File: config.mk
export PLATFORM = sky130hd
export DESIGN_NAME = prog_freq_divider
export DESIGN_NICKNAME = d
export VERILOG_FILES = /design/src/rtl/prog_freq_divider.sv
export SDC_FILE = /design/constraint.sdc
export NUM_CORES = 1
export LEC_CHECK = 0
export CORE_MARGIN = 4
export CORE_UTILIZATION = 30
export CTS_CLUSTER_DIAMETER = 50
export DETAILED_ROUTE_END_ITERATION = 10
export GPL_TIMING_DRIVEN = 1
export PLACE_DENSITY = 0.49
export SYNTH_ARGS = -nofsm -noshare
export SYNTH_HDL_FRONTEND = slang
export SYNTH_SLANG_ARGS = --single-unit
File: constraint.sdc
create_clock -name clk_i -period 11.9 [get_ports clk_i]
set_input_delay 2.38 -clock clk_i [delete_from_list [all_inputs] [get_ports clk_i]]
set_output_delay 2.38 -clock clk_i [all_outputs]
set_load 0.005 [all_outputs]
File: src/rtl/prog_freq_divider.sv
// prog_freq_divider: multi-channel runtime-programmable divider with pulse/square outputs,
// shadowed config that only takes effect at period boundaries, and a global phase-sync restart.
module prog_freq_divider #(
  parameter int CHANNELS        = 4,
  parameter int DIV_WIDTH       = 16,
  parameter int DEFAULT_DIVISOR = 2,
  parameter int DEFAULT_MODE    = 0,
  localparam int CW             = CHANNELS > 1 ? $clog2(CHANNELS) : 1
) (
  input  logic                 clk_i,
  input  logic                 rst_n_i,
  input  logic                 wr_en_i,
  input  logic [CW-1:0]        wr_channel_i,
  input  logic [DIV_WIDTH-1:0] wr_divisor_i,
  input  logic                 wr_mode_i,
  input  logic [CHANNELS-1:0]  enable_i,
  input  logic                 sync_i,
  output logic [CHANNELS-1:0]  clk_output_o,
  output logic [CHANNELS-1:0]  tick_o,
  output logic [CHANNELS-1:0]  pending_o
);
  localparam logic [DIV_WIDTH-1:0] ONE = DIV_WIDTH'(1);
  localparam logic [DIV_WIDTH-1:0] DEF_DIV = DIV_WIDTH'(DEFAULT_DIVISOR);
  localparam logic DEF_MODE = 1'(DEFAULT_MODE);
  if (CHANNELS < 1 || DIV_WIDTH < 1 ||
      (DIV_WIDTH < 64 && 64'(DEFAULT_DIVISOR) >= (64'd1 << DIV_WIDTH))) begin : g_bad_params
    $error("prog_freq_divider: illegal CHANNELS, DIV_WIDTH or DEFAULT_DIVISOR");
  end
  for (genvar i = 0; i < CHANNELS; i++) begin : g_ch
    logic [DIV_WIDTH-1:0] cnt_q, cnt_d, div_q, div_d, sdiv_q, sdiv_d, e, h, c_nxt;
    logic mode_q, mode_d, smode_q, smode_d, pend_q, pend_d, clk_q, clk_d, tick_q, tick_d;
    logic run, wr, ld;
    // Shadow loads at a period boundary or whenever the channel is held idle; a same-edge
    // write still lands in the shadow so the newest config is never lost.
    always_comb begin
      e = div_q == '0 ? ONE : div_q;
      h = e - (e >> 1);
      c_nxt = cnt_q >= e - ONE ? '0 : cnt_q + ONE;
      run = enable_i[i] && !sync_i;
      wr = wr_en_i && wr_channel_i == CW'(i);
      ld = pend_q && (!run || c_nxt == '0);
      cnt_d = run ? c_nxt : '0;
      tick_d = run && c_nxt == '0;
      clk_d = run && (mode_q ? c_nxt < h : c_nxt == '0);
      div_d = ld ? sdiv_q : div_q;
      mode_d = ld ? smode_q : mode_q;
      sdiv_d = wr ? wr_divisor_i : sdiv_q;
      smode_d = wr ? wr_mode_i : smode_q;
      pend_d = wr || (pend_q && !ld);
    end
    always_ff @(posedge clk_i or negedge rst_n_i) begin
      if (!rst_n_i) begin
        cnt_q <= '0;
        div_q <= DEF_DIV;
        mode_q <= DEF_MODE;
        sdiv_q <= DEF_DIV;
        smode_q <= DEF_MODE;
        pend_q <= 1'b0;
        clk_q <= 1'b0;
        tick_q <= 1'b0;
      end else begin
        cnt_q <= cnt_d;
        div_q <= div_d;
        mode_q <= mode_d;
        sdiv_q <= sdiv_d;
        smode_q <= smode_d;
        pend_q <= pend_d;
        clk_q <= clk_d;
        tick_q <= tick_d;
      end
    end
    assign clk_output_o[i] = clk_q;
    assign tick_o[i] = tick_q;
    assign pending_o[i] = pend_q;
  end
endmodule
==> run_summary.xml <==
<?xml version="1.0" encoding="UTF-8"?>
<metrics>
  <group name="timing">
    <metric name="finalMaxSlewViolations" unit="">0</metric>
    <metric name="tightest_slew" unit="ns">1.29</metric>
    <metric name="rsz_0062_raised_after_global_routing" unit="">no</metric>
    <metric name="setup_tns" unit="ns">0</metric>
    <metric name="final.hold.worst_slack" unit="ns">0.458</metric>
    <metric name="setup_viol_count_final" unit="">0</metric>
    <metric name="top_achievable_clock_speed" unit="MHz">153</metric>
    <metric name="maxSlewHeadroom" unit="">0.140</metric>
    <metric name="final_min_period_over_clock_period" unit="">0.548</metric>
    <metric name="finalCriticalPeriod" unit="ns">6.52</metric>
    <metric name="fin_worst_skew" unit="ns">0.0300</metric>
    <metric name="finalHoldViolations" unit="">0</metric>
  </group>
  <group name="logic_synthesis">
    <metric name="most_instantiated_library_cell_after_synthesis" unit="">ha_1</metric>
    <metric name="sequential_element_share_of_the_synthesized_area" unit="">0.298</metric>
    <metric name="post-synth-top-area-cell" unit="">dfrtp_1</metric>
    <metric name="post_synth.cell_area_avg" unit="um2">8.95</metric>
    <metric name="synth.ff_latch_count" unit="">212</metric>
    <metric name="synth_commonest_cells" unit="">ha_1 (272), nor2_1 (234), dfrtp_1 (204), nand2_1 (200), inv_1 (159)</metric>
    <metric name="edff_count_synth" unit="">0</metric>
    <metric name="dominantRegCellSynth" unit="">dfrtp_1</metric>
    <metric name="synthDistinctLibCells" unit="">82</metric>
    <metric name="async_flop_share" unit="">1.00</metric>
    <metric name="post-synth-top-area-fraction" unit="">0.286</metric>
    <metric name="synthesis.instances" unit="">1991</metric>
    <metric name="synth.yosys.warnings" unit="">0</metric>
    <metric name="cell_area_synth" unit="um2">17800</metric>
    <metric name="ys_top_cells_by_area" unit="">dfrtp_1 (29%), ha_1 (19%), mux2_2 (6.9%)</metric>
    <metric name="synth_nets" unit="">2294</metric>
  </group>
  <group name="clock_tree">
    <metric name="post_cts_hold_buffer_count" unit="">0</metric>
    <metric name="post-cts-setup-buffers" unit="">0</metric>
    <metric name="clock_transition_at_the_registers_of_the_reported_paths" unit="ns">0.06</metric>
    <metric name="cts_num_sinks" unit="">212</metric>
    <metric name="cts_resized" unit="">0</metric>
    <metric name="clockBufferDepth" unit="">3</metric>
    <metric name="clock_tree.root_cell" unit="">clkbuf_16</metric>
    <metric name="cts_tree" unit="">built</metric>
    <metric name="cts-buffers-inserted" unit="">36</metric>
    <metric name="h-tree-depth" unit="">2</metric>
    <metric name="clk-insertion-delay-late" unit="ns">0.55</metric>
  </group>
  <group name="route">
    <metric name="drtPass1Iterations" unit="">5</metric>
    <metric name="wl_per_cell" unit="um">16.1</metric>
    <metric name="finalWirelength" unit="um">45300</metric>
    <metric name="route.detailed.drc" unit="">0</metric>
    <metric name="vias" unit="">13844</metric>
    <metric name="number_of_drc_markers_after_the_initial_detailed_route_iteration" unit="">706</metric>
    <metric name="routed_via_density" unit="">4.90</metric>
    <metric name="route.antenna.remaining_nets" unit="">0</metric>
  </group>
  <group name="place">
    <metric name="buffer_ports.inserted" unit="">38</metric>
    <metric name="gp_congestion" unit="">0.861</metric>
    <metric name="placed_cell_area" unit="um2">19000</metric>
    <metric name="dp_hpwl" unit="um">35800</metric>
  </group>
  <group name="power">
    <metric name="pwr_density_cell" unit="nW/um2">229</metric>
    <metric name="power.static_leakage" unit="uW">0.00959</metric>
    <metric name="largest_vdd_supply_drop" unit="uV">142</metric>
  </group>
  <group name="grt">
    <metric name="initial_antenna_violation_count" unit="">2</metric>
    <metric name="grt_max_degree" unit="">109</metric>
    <metric name="first_global_vias" unit="">13995</metric>
    <metric name="grt-ovfl-total" unit="">0</metric>
    <metric name="grt_pass1_wl" unit="um">74500</metric>
    <metric name="gr-usage-all-layers" unit="">0.144</metric>
  </group>
  <group name="setup_path">
    <metric name="end_kind" unit="">flip-flop</metric>
    <metric name="worst_setup_path_start_kind" unit="">flip-flop</metric>
    <metric name="worstPathArrival" unit="ns">7.00</metric>
    <metric name="worstSetupPathType" unit="">flip-flop to flip-flop</metric>
    <metric name="timing.reg2reg.worst_path_depth" unit="">24</metric>
    <metric name="timing.critical_path.fanout_max" unit="">17</metric>
    <metric name="cp.required" unit="ns">12.38</metric>
  </group>
  <group name="job">
    <metric name="timing.max_cap.violations" unit="">0</metric>
  </group>
  <group name="die">
    <metric name="dieArea" unit="um2">63400</metric>
    <metric name="start_util" unit="">0.303</metric>
    <metric name="io_pins" unit="">39</metric>
    <metric name="placeableCoreArea" unit="um2">58900</metric>
    <metric name="rows" unit="">89</metric>
    <metric name="die_h" unit="um">252</metric>
    <metric name="die_w" unit="um">252</metric>
  </group>
  <group name="final_layout">
    <metric name="layout-drive-gt1-share" unit="">0.106</metric>
    <metric name="finish.net_count" unit="">2324</metric>
    <metric name="layout-area-overhead-vs-synth" unit="%">13.5</metric>
    <metric name="final_core_utilization" unit="">0.343</metric>
    <metric name="layout.cell_area.non_filler" unit="um2">20200</metric>
  </group>
  <group name="worst_hold_path">
    <metric name="hp-class" unit="">flip-flop to flip-flop</metric>
    <metric name="holdPathStages" unit="">2</metric>
  </group>
  <group name="status">
    <metric name="status" unit="">completed</metric>
  </group>
</metrics>
[per-layer routing]
| layer | GRT usage | wire (um) | up-vias |
|---|---|---|---|
| met1 | 0.193 | 21500 | 6583 |
| met4 | 0.0440 | 1190 | 0 |
| li1 | - | - | 6979 |
| met2 | 0.239 | 20800 | 215 |
| met3 | 0.0246 | 1860 | 67 |
| met5 | 0 | 0 | - |
[worst max-delay path, cell delays in order, from the launching register on]
cell and delay, ns:
dfrtp_1 0.40, inv_1 0.07, ha_1 0.18, nand3_1 0.16, or4_1 0.76, nand2_1 0.26
ha_1 0.20, a221oi_1 0.12, o311ai_0 0.71, xnor2_1 0.16, ha_1 0.31, a21oi_1 0.16
nor2b_1 0.06, a2111oi_0 0.63, o31ai_1 0.12, buf_4 0.22, nor2_1 0.12, ha_1 0.25
a21o_1 0.16, a21o_1 0.17, a221o_1 0.34, a221oi_1 0.29, o21ai_0 0.19, a21boi_0 0.22
a211o_1 0.15
[power by group]
| group | internal, uW | switching, uW | total (uW) |
|---|---|---|---|
| combinational | 1120 | 1460 | 2580 |
| sequential | 861 | 118 | 978 |
| clock | 679 | 398 | 1080 |
| total | 2660 | 1980 | 4640 |
[final cells by class]
| class | instances | area (um2) |
|---|---|---|
| Fill cell | 6024 | 38700 |
| Multi-Input combinational cell | 1565 | 11600 |
| Sequential cell | 212 | 5320 |
| Clock buffer | 43 | 967 |
| Tap cell | 773 | 967 |
| Inverter | 160 | 601 |
| Timing Repair Buffer | 46 | 445 |
| Clock inverter | 22 | 277 |
| Antenna cell | 3 | 7.51 |
[worst paths after layout]
kind	from	end	slack, ns
min reg2reg	g_ch[1].sdiv_q[1]	g_ch[1].sdiv_q[1]	0.46
min in group asynchronous	rst_n_i	g_ch[3].cnt_q[0]	1.91
max in group asynchronous	rst_n_i	g_ch[3].sdiv_q[0]	8.62
max reg2reg	g_ch[2].div_q[8]	g_ch[2].clk_q	5.38
min	g_ch[1].sdiv_q[1]	g_ch[1].sdiv_q[1]	0.46
max	g_ch[2].div_q[8]	g_ch[2].clk_q	5.38
[cell usage in the layout, fill, tap and decap left out, drive strengths merged, types with 43 or more instances in the layout]
| cell type | n |
|---|---|
| nand3 | 69 |
| nor2 | 234 |
| o21ai | 52 |
| xnor2 | 115 |
| ha | 272 |
| dfrtp | 204 |
| nand2 | 200 |
| a21oi | 63 |
| inv | 167 |
| mux2 | 121 |
| clkbuf | 43 |
| nand4 | 53 |
[cells by family after synthesis]
| family | Yosys count | synth area share |
|---|---|---|
| flip-flops | 212 | 0.298 |
| XOR/XNOR | 156 | 0.0766 |
| buffers and inverters | 214 | 0.0493 |
| AND/OR/NAND/NOR | 742 | 0.199 |
| multiplexers | 122 | 0.0791 |
| AO/OA/AOI/OAI | 269 | 0.103 |
| adder cells (fa/ha/maj) | 276 | 0.195 |
[through the flow]
step	setup slack, ns	total power, uW	std cells
finish	5.38	4640	2824
global route	4.81	5110	2821
CTS	5.41	4710	2821
detailed placement	5.44	3580	2756
global placement	5.66	3530	2756
floorplan	6.04	2940	1991
[registers in the layout, summed over array words and instances (netlist names)]
signal and flops:
g_ch.smode_q 4, g_ch.pend_q 4, g_ch.div_q 64, g_ch.cnt_q 64, g_ch.sdiv_q 64, g_ch.mode_q 4, g_ch.clk_q 4, g_ch.tick_q 4
(Power assumes the default switching activity.)
